===== src/rtl/cpu_pkg.sv =====
// Shared types and encodings for the RV32I-subset control paths.
// Opcodes, ALU/select encodings and the multicycle FSM state type.
package cpu_pkg;

    typedef enum logic [3:0] {
        S_FETCH,
        S_DECODE,
        S_MEMADR,
        S_MEMREAD,
        S_MEMWB,
        S_MEMWRITE,
        S_EXECUTER,
        S_EXECUTEI,
        S_ALUWB,
        S_BEQ,
        S_JAL,
        S_ERROR
    } state_t;

    localparam logic [6:0] OP_LW  = 7'd3;
    localparam logic [6:0] OP_SW  = 7'd35;
    localparam logic [6:0] OP_R   = 7'd51;
    localparam logic [6:0] OP_I   = 7'd19;
    localparam logic [6:0] OP_BEQ = 7'd99;
    localparam logic [6:0] OP_JAL = 7'd111;

    localparam logic [2:0] ALU_ADD = 3'b000;
    localparam logic [2:0] ALU_SUB = 3'b001;
    localparam logic [2:0] ALU_AND = 3'b010;
    localparam logic [2:0] ALU_OR  = 3'b011;
    localparam logic [2:0] ALU_SLT = 3'b101;

    localparam logic [1:0] ALUOP_ADD   = 2'b00;
    localparam logic [1:0] ALUOP_SUB   = 2'b01;
    localparam logic [1:0] ALUOP_FUNCT = 2'b10;

    localparam logic [1:0] IMM_I = 2'b00;
    localparam logic [1:0] IMM_S = 2'b01;
    localparam logic [1:0] IMM_B = 2'b10;
    localparam logic [1:0] IMM_J = 2'b11;

    localparam logic [1:0] RES_ALUOUT    = 2'b00;
    localparam logic [1:0] RES_DATA      = 2'b01;
    localparam logic [1:0] RES_ALURESULT = 2'b10;

    localparam logic [1:0] SRCA_PC    = 2'b00;
    localparam logic [1:0] SRCA_OLDPC = 2'b01;
    localparam logic [1:0] SRCA_RS1   = 2'b10;

    localparam logic [1:0] SRCB_RS2   = 2'b00;
    localparam logic [1:0] SRCB_IMM   = 2'b01;
    localparam logic [1:0] SRCB_FOUR  = 2'b10;

    // Only add/sub, slt, or, and are implemented for R/I-type.
    function automatic logic funct3_supported(input logic [2:0] f3);
        return (f3 == 3'b000) || (f3 == 3'b010) || (f3 == 3'b110) || (f3 == 3'b111);
    endfunction

endpackage


===== src/rtl/alu_decoder.sv =====
// ALU operation decode from ALUOp/funct3; shared by single- and multicycle control.
// Purely combinational, no backpressure.
module alu_decoder
    import cpu_pkg::*;
(
    input  logic [1:0] i_alu_op,
    input  logic [2:0] i_funct3,
    input  logic       i_op_b5,
    input  logic       i_funct7_b5,
    output logic [2:0] o_alu_control
);

    always_comb begin
        o_alu_control = ALU_ADD;
        case (i_alu_op)
            ALUOP_SUB: o_alu_control = ALU_SUB;
            ALUOP_FUNCT: begin
                case (i_funct3)
                    // addi must not turn into sub when its immediate has bit 10 set
                    3'b000:  o_alu_control = (i_op_b5 && i_funct7_b5) ? ALU_SUB : ALU_ADD;
                    3'b010:  o_alu_control = ALU_SLT;
                    3'b110:  o_alu_control = ALU_OR;
                    3'b111:  o_alu_control = ALU_AND;
                    default: o_alu_control = ALU_ADD;
                endcase
            end
            default: o_alu_control = ALU_ADD;
        endcase
    end

endmodule


===== src/rtl/multicycle_control.sv =====
// Multicycle RV32I-subset control FSM: 3-5 cycles per instruction.
// Stalls in FETCH/MEMREAD/MEMWRITE until mem_ready; traps illegal opcodes.
module multicycle_control
    import cpu_pkg::*;
#(
    parameter bit RESET_ON_ILLEGAL = 1'b0
) (
    input  logic       clk,
    input  logic       rst,
    input  logic [6:0] op,
    input  logic [2:0] funct3,
    input  logic       funct7_bit5,
    input  logic       Zero,
    input  logic       mem_ready,
    output logic       PCWrite,
    output logic       AdrSrc,
    output logic       MemWrite,
    output logic       IRWrite,
    output logic [1:0] ResultSrc,
    output logic [1:0] ALUSrcA,
    output logic [1:0] ALUSrcB,
    output logic [2:0] ALUControl,
    output logic [1:0] ImmSrc,
    output logic       RegWrite,
    output logic       instr_done,
    output logic       illegal
);

    state_t     r_state;
    state_t     w_next_state;
    logic       r_illegal;
    logic [1:0] w_alu_op;
    logic       w_pc_write;
    logic       w_mem_write;
    logic       w_ir_write;
    logic       w_reg_write;
    logic       w_done;

    always_ff @(posedge clk or negedge rst) begin
        if (!rst) begin
            r_state   <= S_FETCH;
            r_illegal <= 1'b0;
        end else begin
            r_state <= w_next_state;
            // Set on entry so the flag is already visible in the ERROR cycle.
            if (w_next_state == S_ERROR)
                r_illegal <= 1'b1;
        end
    end

    always_comb begin
        w_next_state = r_state;
        case (r_state)
            S_FETCH:    if (mem_ready) w_next_state = S_DECODE;
            S_DECODE: begin
                case (op)
                    OP_LW, OP_SW: w_next_state = S_MEMADR;
                    OP_R:    w_next_state = funct3_supported(funct3) ? S_EXECUTER : S_ERROR;
                    OP_I:    w_next_state = funct3_supported(funct3) ? S_EXECUTEI : S_ERROR;
                    OP_BEQ:  w_next_state = S_BEQ;
                    OP_JAL:  w_next_state = S_JAL;
                    default: w_next_state = S_ERROR;
                endcase
            end
            S_MEMADR:   w_next_state = (op == OP_SW) ? S_MEMWRITE : S_MEMREAD;
            S_MEMREAD:  if (mem_ready) w_next_state = S_MEMWB;
            S_MEMWB:    w_next_state = S_FETCH;
            S_MEMWRITE: if (mem_ready) w_next_state = S_FETCH;
            S_EXECUTER: w_next_state = S_ALUWB;
            S_EXECUTEI: w_next_state = S_ALUWB;
            S_ALUWB:    w_next_state = S_FETCH;
            S_BEQ:      w_next_state = S_FETCH;
            S_JAL:      w_next_state = S_ALUWB;
            S_ERROR:    w_next_state = RESET_ON_ILLEGAL ? S_FETCH : S_ERROR;
            default:    w_next_state = S_FETCH;
        endcase
    end

    always_comb begin
        w_pc_write  = 1'b0;
        w_mem_write = 1'b0;
        w_ir_write  = 1'b0;
        w_reg_write = 1'b0;
        w_done      = 1'b0;
        AdrSrc      = 1'b0;
        ResultSrc   = RES_ALUOUT;
        ALUSrcA     = SRCA_PC;
        ALUSrcB     = SRCB_RS2;
        ImmSrc      = IMM_I;
        w_alu_op    = ALUOP_ADD;
        case (r_state)
            S_FETCH: begin
                ALUSrcB    = SRCB_FOUR;
                ResultSrc  = RES_ALURESULT;
                w_ir_write = mem_ready;
                w_pc_write = mem_ready;
            end
            S_DECODE: begin
                ALUSrcA = SRCA_OLDPC;
                ALUSrcB = SRCB_IMM;
                ImmSrc  = IMM_B;
            end
            S_MEMADR: begin
                ALUSrcA = SRCA_RS1;
                ALUSrcB = SRCB_IMM;
                ImmSrc  = (op == OP_SW) ? IMM_S : IMM_I;
            end
            S_MEMREAD:  AdrSrc = 1'b1;
            S_MEMWB: begin
                ResultSrc   = RES_DATA;
                w_reg_write = 1'b1;
                w_done      = 1'b1;
            end
            S_MEMWRITE: begin
                AdrSrc      = 1'b1;
                w_mem_write = 1'b1;
                w_done      = mem_ready;
            end
            S_EXECUTER: begin
                ALUSrcA  = SRCA_RS1;
                w_alu_op = ALUOP_FUNCT;
            end
            S_EXECUTEI: begin
                ALUSrcA  = SRCA_RS1;
                ALUSrcB  = SRCB_IMM;
                w_alu_op = ALUOP_FUNCT;
            end
            S_ALUWB: begin
                w_reg_write = 1'b1;
                w_done      = 1'b1;
            end
            S_BEQ: begin
                ALUSrcA    = SRCA_RS1;
                w_alu_op   = ALUOP_SUB;
                w_pc_write = Zero;
                w_done     = 1'b1;
            end
            S_JAL: begin
                ALUSrcA    = SRCA_OLDPC;
                ALUSrcB    = SRCB_FOUR;
                ImmSrc     = IMM_J;
                w_pc_write = 1'b1;
            end
            default: ;
        endcase
    end

    alu_decoder u_alu_decoder (
        .i_alu_op      (w_alu_op),
        .i_funct3      (funct3),
        .i_op_b5       (op[5]),
        .i_funct7_b5   (funct7_bit5),
        .o_alu_control (ALUControl)
    );

    // Enables are gated by reset directly so they drop without waiting for a clock.
    assign PCWrite    = rst & w_pc_write;
    assign MemWrite   = rst & w_mem_write;
    assign IRWrite    = rst & w_ir_write;
    assign RegWrite   = rst & w_reg_write;
    assign instr_done = rst & w_done;
    assign illegal    = r_illegal;

endmodule


===== config.mk =====
export PLATFORM = sky130hd
export DESIGN_NAME = multicycle_control
export DESIGN_NICKNAME = d
export VERILOG_FILES = /design/src/rtl/cpu_pkg.sv /design/src/rtl/alu_decoder.sv /design/src/rtl/multicycle_control.sv
export SDC_FILE = /design/constraint.sdc
export NUM_CORES = 1
export LEC_CHECK = 0
export BUFFER_PORTS_ARGS = -buffer_cell sky130_fd_sc_hd__buf_4
export CORE_ASPECT_RATIO = 0.7
export CORE_UTILIZATION = 35
export CTS_CLUSTER_SIZE = 40
export DETAILED_ROUTE_END_ITERATION = 10
export PLACE_DENSITY_LB_ADDON = 0.15
export SKIP_LAST_GASP = 1
export SYNTH_ARGS = -nofsm -noshare
export SYNTH_HDL_FRONTEND = slang
export SYNTH_SLANG_ARGS = --single-unit

===== constraint.sdc =====
create_clock -name clk -period 2.4 [get_ports clk]
set_clock_uncertainty 0.1 [all_clocks]
set_input_delay 0 -clock clk [delete_from_list [all_inputs] [get_ports clk]]
set_output_delay 0 -clock clk [all_outputs]
set_load 0.02 [all_outputs]

## Word level (Yosys, flattened, before mapping)

Cells that the tools add are included.

| word-level totals | value |
|---|---|
| flip-flop bits (word level) | 5 |
| output and inout bits | 18 |
| logic and storage cells | 69 |

| cells by class | value |
|---|---|
| equal/unequal tests | 23 |
| mux-type cells | 23 |
| bitwise gates (word level) | 5 |
| reduce and logical (&&, ||, !) cells | 16 |

Operator list:

| operator | count |
|---|---|
| case mux 4 bit (7 select lines) | 1 |
| == test 4 bit, second input constant | 5 |
| two-way mux 4 bit | 5 |
| case mux 4 bit (5 select lines) | 1 |
| == test 4 x 3 -> 1 bit, second input constant | 4 |
| case mux 2 bit (2 select lines) | 4 |
| == test 7 x 6 -> 1 bit, second input constant | 2 |
| == test 7 bit, second input constant | 2 |
| case mux 3 bit (4 select lines) | 1 |
| OR reduction 2 bit | 6 |
| OR reduction 3 bit | 3 |
| == test 4 x 2 -> 1 bit, second input constant | 2 |
| == test 7 x 2 -> 1 bit, second input constant | 1 |
| == test 7 x 5 -> 1 bit, second input constant | 1 |
| == test 3 bit, second input constant | 2 |
| two-way mux 1 bit | 6 |
| case mux 2 bit (3 select lines) | 1 |
| case mux 3 bit (2 select lines) | 1 |
| AND 1 bit | 5 |
| == test 4 x 1 -> 1 bit, second input constant | 1 |
| zero test 4 bit | 1 |
| OR reduction 4 bit | 1 |
| == test 3 x 2 -> 1 bit, second input constant | 1 |
| zero test 3 bit | 1 |
| other kinds (7) | 9 |

## Depth between registers and ports, before layout

Gate-level depths: netlist of run 1.

| logic depth | value |
|---|---|
| depth after elaboration | 8 |
| gate-level depth with buffers | 7 |
| gate-level depth less buffers | 6 |

## Modules after synthesis

From an unflattened synthesis of run 1, not the netlist that was laid out.

| second synthesis, totals | value |
|---|---|
| cells, all modules | 93 |
| area total of the unflattened synthesis | 676.9 sq um |

Modules (own cells, without submodules):

| module | times used | cells an instance | area each (sq um) | sequential area each (sq um) |
|---|---|---|---|---|
| multicycle_control | 1 | 82 | 580.6 | 125.1 |
| alu_decoder | 1 | 11 | 96.3 | 0.0 |

## Least setup slack after synthesis of run 1

OpenSTA, ideal clock, no wires.

| path | value |
|---|---|
| path kind | register to output |
| from | register r_state[3] |
| to | output port ALUControl[1] |
| arrival | 1671 ps |
| slack | 629 ps |
| stages on the path, launching flop included | 6 |
| cells stage by stage | dfrtp_1 > buf_2 > and2b_1 > nand2_1 > ha_1 > nor3_1 |

| between the ends | value |
|---|---|
| cells in the longest elaborated chain, start to end | 5 |
| elaborated cells on any way between the ends | 8 |
| classes of those cells | eq/ne: 5; mux: 2; reduce/logical: 1 |

Ends and longest elaborated chain:

| element | line | text |
|---|---|---|
| start, declared | multicycle_control.sv:29 | `state_t r_state;` |
| start signal, assigned | multicycle_control.sv:44 | `r_state <= w_next_state;` |
| == test 4 x 3 -> 1 bit | multicycle_control.sv:91 | `case (r_state)` |
| OR reduction 2 bit (no line) | n/a |  |
| case mux 2 bit (2 select lines) * | multicycle_control.sv:91 |  |
| == test 2 bit / == test 2 x 1 -> 1 bit (equally long branches) | alu_decoder.sv:15 | `case (i_alu_op)` |
| case mux 3 bit (2 select lines) * | alu_decoder.sv:15 |  |
| end, declared | multicycle_control.sv:22 | `output logic [2:0] ALUControl,` |

Every way passes the cells marked *; elsewhere a longest branch is shown, timed or not.

## Worst setup path in the final report of run 1

Same ends and word-level chain as after synthesis.

==> impl_metrics.toml, run 1 <==
[worst_setup_path]
timing.rr.start = "r_state[3]"
slowest_delay_ps = 620
cp_max_fo = 16
slowest_stage = "dfrtp_1"
r2r_slack_ps = 490
worstSetupStartpointType = "register"
path_cells = "and2b_1, nand2_1, ha_1, nor3_1, buf_4"
r2r_end = "illegal"
crit_path_end_kind = "primary output"
required_ps = 2300
crit_arrival_ps = 1930
critical_path_class = "register to primary output"
ff2ff_path_depth = 5
critical_path.top_delay_family = "flip-flops"
cp.buffers_inverters = 1

[yosys]
yosysTopAreaCell = "dfrtp_1"
synth_area_per_cell_sq_um = 7.49
synth_cell_types = 38
async_reset_ff_frac = 1.00
synth_flop_cell = "dfrtp_1"
yosysWarningCount = 0
syn_nets = 112
synthTopCellsByArea = "dfrtp_1 18%, nor3b_1 6.3%, nand2b_1 6.2%"
synth_edf_count = 0
netlist_area_sq_um = 712
seq_area_frac_synth = 0.176
yosys.area.top_type_share = 0.176
ys_ff_latch = 5
syn_inst = 95

[floorplanning]
die_y_um = 39.7
boundaryPins = 33
core_area_sq_um = 1890
start_util = 0.377
die_w_um = 55.9
core.rowCount = 13
die-area_sq_um = 2220

[status]
status = "complete, no violations"

[sta]
final.min_clock_period_ps = 2030
worst_pin_slew_ps = 466
max_clock_freq_ghz = 0.492
fin_crit_sh = 0.846
hold_viol = 0
drv_slew = 0
max-slew-margin-rel = 0.689
rsz0062_at_grt = "false"
setup-tns-final_ps = 0
setup_viol = 0

[detailed_routing]
wire_per_inst_um = 12.3
drt_iter0_markers = 17
vias = 823
vias_per_cell = 5.41
first_pass_iters = 4
postRouteAntennaNets = 0
post-route-drc-count = 0
wl_um = 1860

[final_layout]
nFillCells = 191
regArea_sq_um = 125
final_util = 0.538
multi_input_area_sq_um = 551
nets = 148
area_delta_synth_final_pct = 42.7
mostFrequentLayoutCells = "34 x buf_4, 9 x nand2_1, 8 x nor2_1, 7 x nand2b_1, 6 x nor3b_1"
final_area_sq_um = 1020
finalNonFillerCells = 152
diodes = 0
final_common_cell = "buf_4"
layout-drive-gt1-share = 0.331

[worst_hold_path]
hold_path_class = "input port to asynchronous set/reset pin"

[cts]
cts_resized = 0
cts_root_buffer = "clkbuf_4"
clk_pin_slew_ps = 40
cts_htree_levels = 1
postCtsHoldBufs = 2
cts_made_buffers = 3
cts_tree = "built"
clk_latency_ps = 240
max-clock-path-buffers = 2
cts_setup_buffers = 0
clock-sinks = 5

[grt]
grt_use_total = 0.174
first_global_vias = 681
antenna_found_initial = 0
overflow = 0
grt_max_degree = 17
grt_pass1_wl_um = 2950

[power_and_ir_drop]
p_leak_nw = 0.459
vdd_drop_max_mv = 0.669
power_density_nw_per_um2 = 1050

[place]
gp_congestion = 0.777
portBuffers = 32
dp_cells = 146
place_hpwl_um = 1480
postPlaceCellArea_sq_um = 970

[run]
maxCapViolCount = 0
-- layer usage --
metal  wire length (um)  track usage  part of all wire
met4                  0       0.0610                 0
met2                870        0.271              0.47
met5                  0            0                 0
met1                926        0.236              0.50
met3                 68       0.0429             0.036
-- cells in the mapped netlist, drive strengths merged (3+ instances only) --
| library cell | instances |
|---|---|
| a21oi | 5 |
| nor2b | 4 |
| inv | 3 |
| nor2 | 8 |
| nor3 | 4 |
| nor3b | 6 |
| a31oi | 4 |
| buf | 5 |
| nand2b | 7 |
| dfrtp | 5 |
| nand2 | 9 |
| o21ai | 4 |
-- worst max path at each step --
stage	from	slack, ps	depth (start not counted)	end
6_report	r_state[3]	370	5	ALUControl[1]
5_1_grt	r_state[0]	170	5	ALUControl[1]
4_1_cts	r_state[0]	370	5	ImmSrc[0]
3_5_place_dp	r_state[3]	530	5	illegal
3_3_place_gp	r_state[0]	580	5	illegal
2_1_floorplan	r_state[3]	630	5	ALUControl[1]
-- stage by stage --
step / hold WS, ps / setup WS (ps) / total power, mW
after floorplan: -396 / 629 / 0.717
after global placement: -273 / 581 / 0.967
after detailed placement: -277 / 534 / 0.975
after CTS: 9.24 / 370 / 1.08
after global routing: 29.4 / 166 / 1.17
final: 26.8 / 369 / 1.07
-- layout make-up --
cell class / instances / area share
tap: 22 / 0.0271
clock buffer: 4 / 0.0259
sequential: 5 / 0.123
inverter: 3 / 0.0111
multi-input combinational: 82 / 0.542
timing repair buffer: 36 / 0.271
-- logic make-up (layout without fill, tap and decap cells) --
group	count (synthesis)	count (layout)	synth area share
AO/OA/AOI/OAI	21	21	0.199
XOR/XNOR	3	3	0.0369
adder cells (fa/ha/maj)	2	2	0.0351
buffers and inverters	8	43	0.0510
flip-flops	5	5	0.176
multiplexers	1	1	0.0141
AND/OR/NAND/NOR	55	55	0.489
-- registers in the layout (all words and copies together) (netlist names) --
| name | flops |
|---|---|
| r_state | 4 |
| illegal | 1 |
-- report_power, final --
part / total, mW / switching, mW / internal, mW
logic: 0.773 / 0.412 / 0.361
registers: 0.202 / 0.0880 / 0.114
clock network: 0.0940 / 0.0313 / 0.0626
total: 1.07 / 0.532 / 0.537
No activity file was read; power rests on OpenSTA's default activity.
==> run 2: changes to the inputs <==
==> constraint.sdc (replaced) <==
create_clock -name clk -period 1.8 [get_ports clk]
set_clock_uncertainty 0.1 [all_clocks]
set_input_delay 0 -clock clk [delete_from_list [all_inputs] [get_ports clk]]
set_output_delay 0 -clock clk [all_outputs]
set_load 0.02 [all_outputs]
==> run 2 against run 1 <==
Compared with the run above:
- the flow now finishes with violations (negative setup slack)
- critical path depth is 2 higher
- die area stayed put
- clock-buffer cell count stayed put
- wire length is 26% higher
- design area is 19% higher
- non-clock buffer count is 14 higher
- largest power group unchanged
- highest routed layer is now met4
==> impl_metrics.toml, run 2 (synthesis results as in run 1) <==
[cts]
cts_root_buffer = "clkbuf_4"
cts_made_buffers = 3
max-clock-path-buffers = 2
cts_tree = "built"
cts_htree_levels = 1
clock-sinks = 5
clk_pin_slew_ps = 40
clk_latency_ps = 240

[final_layout]
area_delta_synth_final_pct = 70.1
final_area_sq_um = 1210
mostFrequentLayoutCells = "44 x buf_4, 7 x nand2_1, 7 x nor2_1, 7 x nand2b_1, 5 x nor3b_1"
largest_reg_flops = 4
diodes = 0
final_common_cell = "buf_4"
top_register = "r_state"
final_util = 0.642
layout-drive-gt1-share = 0.514
nets = 162

[detailed_routing]
vias = 904
postRouteAntennaNets = 0
first_pass_iters = 4
vias_per_cell = 5.45
drt_iter0_markers = 30
post-route-drc-count = 0
wire_per_inst_um = 14.1
wl_um = 2340

[worst_setup_path]
cp_max_fo = 6
worstSetupStartpointType = "register"
critical_path_class = "register to primary output"
slowest_stage = "dfrtp_2"
crit_path_end_kind = "primary output"
crit_arrival_ps = 1710
cp.buffers_inverters = 3
required_ps = 1700
cp_common_cell = "buf_6"
slowest_delay_ps = 450
path_cells = "buf_6, buf_12, nor2_4, nand2_1, or4_4, nand2_2, buf_6"
critical_path.top_delay_family = "simple AND/OR/NAND/NOR gates"

[floorplanning]
die_y_um = 39.7
boundaryPins = 33
start_util = 0.377
core_area_sq_um = 1890
core.rowCount = 13
die-area_sq_um = 2220
die_w_um = 55.9

[grt]
overflow = 0
antenna_found_initial = 0
grt_use_total = 0.215
grt_max_degree = 12
first_global_vias = 805
grt_pass1_wl_um = 3560

[sta]
max-slew-margin-rel = 0.779
rsz0062_at_grt = "true"
setup_viol = 1
fin_crit_sh = 1.01
worst_pin_slew_ps = 327
layout_setup_ws_ps = -14.1
max_clock_freq_ghz = 0.551
whs_ps = 17.0
hold_viol = 0
drv_slew = 0
final.min_clock_period_ps = 1810
setup-tns-final_ps = -14.1

[power_and_ir_drop]
power_density_nw_per_um2 = 1500
p_leak_nw = 0.545
vdd_drop_max_mv = 0.818
total_power_mw = 1.82

[status]
status = "finished, violations left"
violations = "negative setup slack"

[place]
postPlaceCellArea_sq_um = 1010
portBuffers = 32
gp_congestion = 0.789
place_hpwl_um = 1610

[run]
maxCapViolCount = 0

[worst_hold_path]
hold_path_class = "input port to asynchronous set/reset pin"
## run 2: cell type report
cell class                 count  area, sq um
clock buffer                   4         26.3
fill                         180          676
inverter                       3         11.3
multi-input combinational     82          612
sequential                     5          130
tap                           22         27.5
timing repair buffer          50          404
## run 2: worst register-to-register path, delay by kind of cell (launching register included)
kind                   cells  cell delay, ps
AO/OA/AOI/OAI              2             320
buffers and inverters      2             240
flip-flops                 1             420
AND/OR/NAND/NOR            3             570
## run 2: where the power goes
group	internal, mW	switching (mW)
registers	0.161	0.0782
logic	0.728	0.721
clock network	0.0837	0.0437
total	0.973	0.843
## run 2: path summary, 6_finish.rpt
kind                            startpoint         end  slack (ps)  cells past startpoint
worst max-delay path            r_state[3]   ImmSrc[0]         -10                      7
min in group clk                     op[6]  r_state[2]          40                      3
worst min register to register     illegal     illegal         370                      1
worst min-delay path                   rst     illegal          20                      2
worst max register to register  r_state[3]     illegal          40                      7
max in group asynchronous              rst  r_state[1]        1440                      2
## run 2: layer usage
| metal | wire length (um) | GRT usage |
|---|---|---|
| met1 | 1050 | 0.264 |
| met2 | 1130 | 0.386 |
| met3 | 150 | 0.0297 |
| met4 | 14 | 0.104 |
| met5 | 0 | 0 |
## run 2: through the flow
| step | setup WS [ps] | std cells |
|---|---|---|
| 2_1_floorplan | 28.7 | 95 |
| 3_3_place_gp | 87.5 | 152 |
| 3_5_place_dp | 28.3 | 152 |
| 4_1_cts | -1.95 | 163 |
| 5_1_grt | -60.6 | 166 |
| 6_report | -14.1 | 166 |
## run 2: repair_timing
action,4_1_cts,5_1_grt
pin swaps,1,2
hold buffers,2,0
hold endpoints to repair,6,0
setup buffers,5,3
gates cloned,0,0
endpoints found under the setup margin,5,7
gates resized for setup,11,15
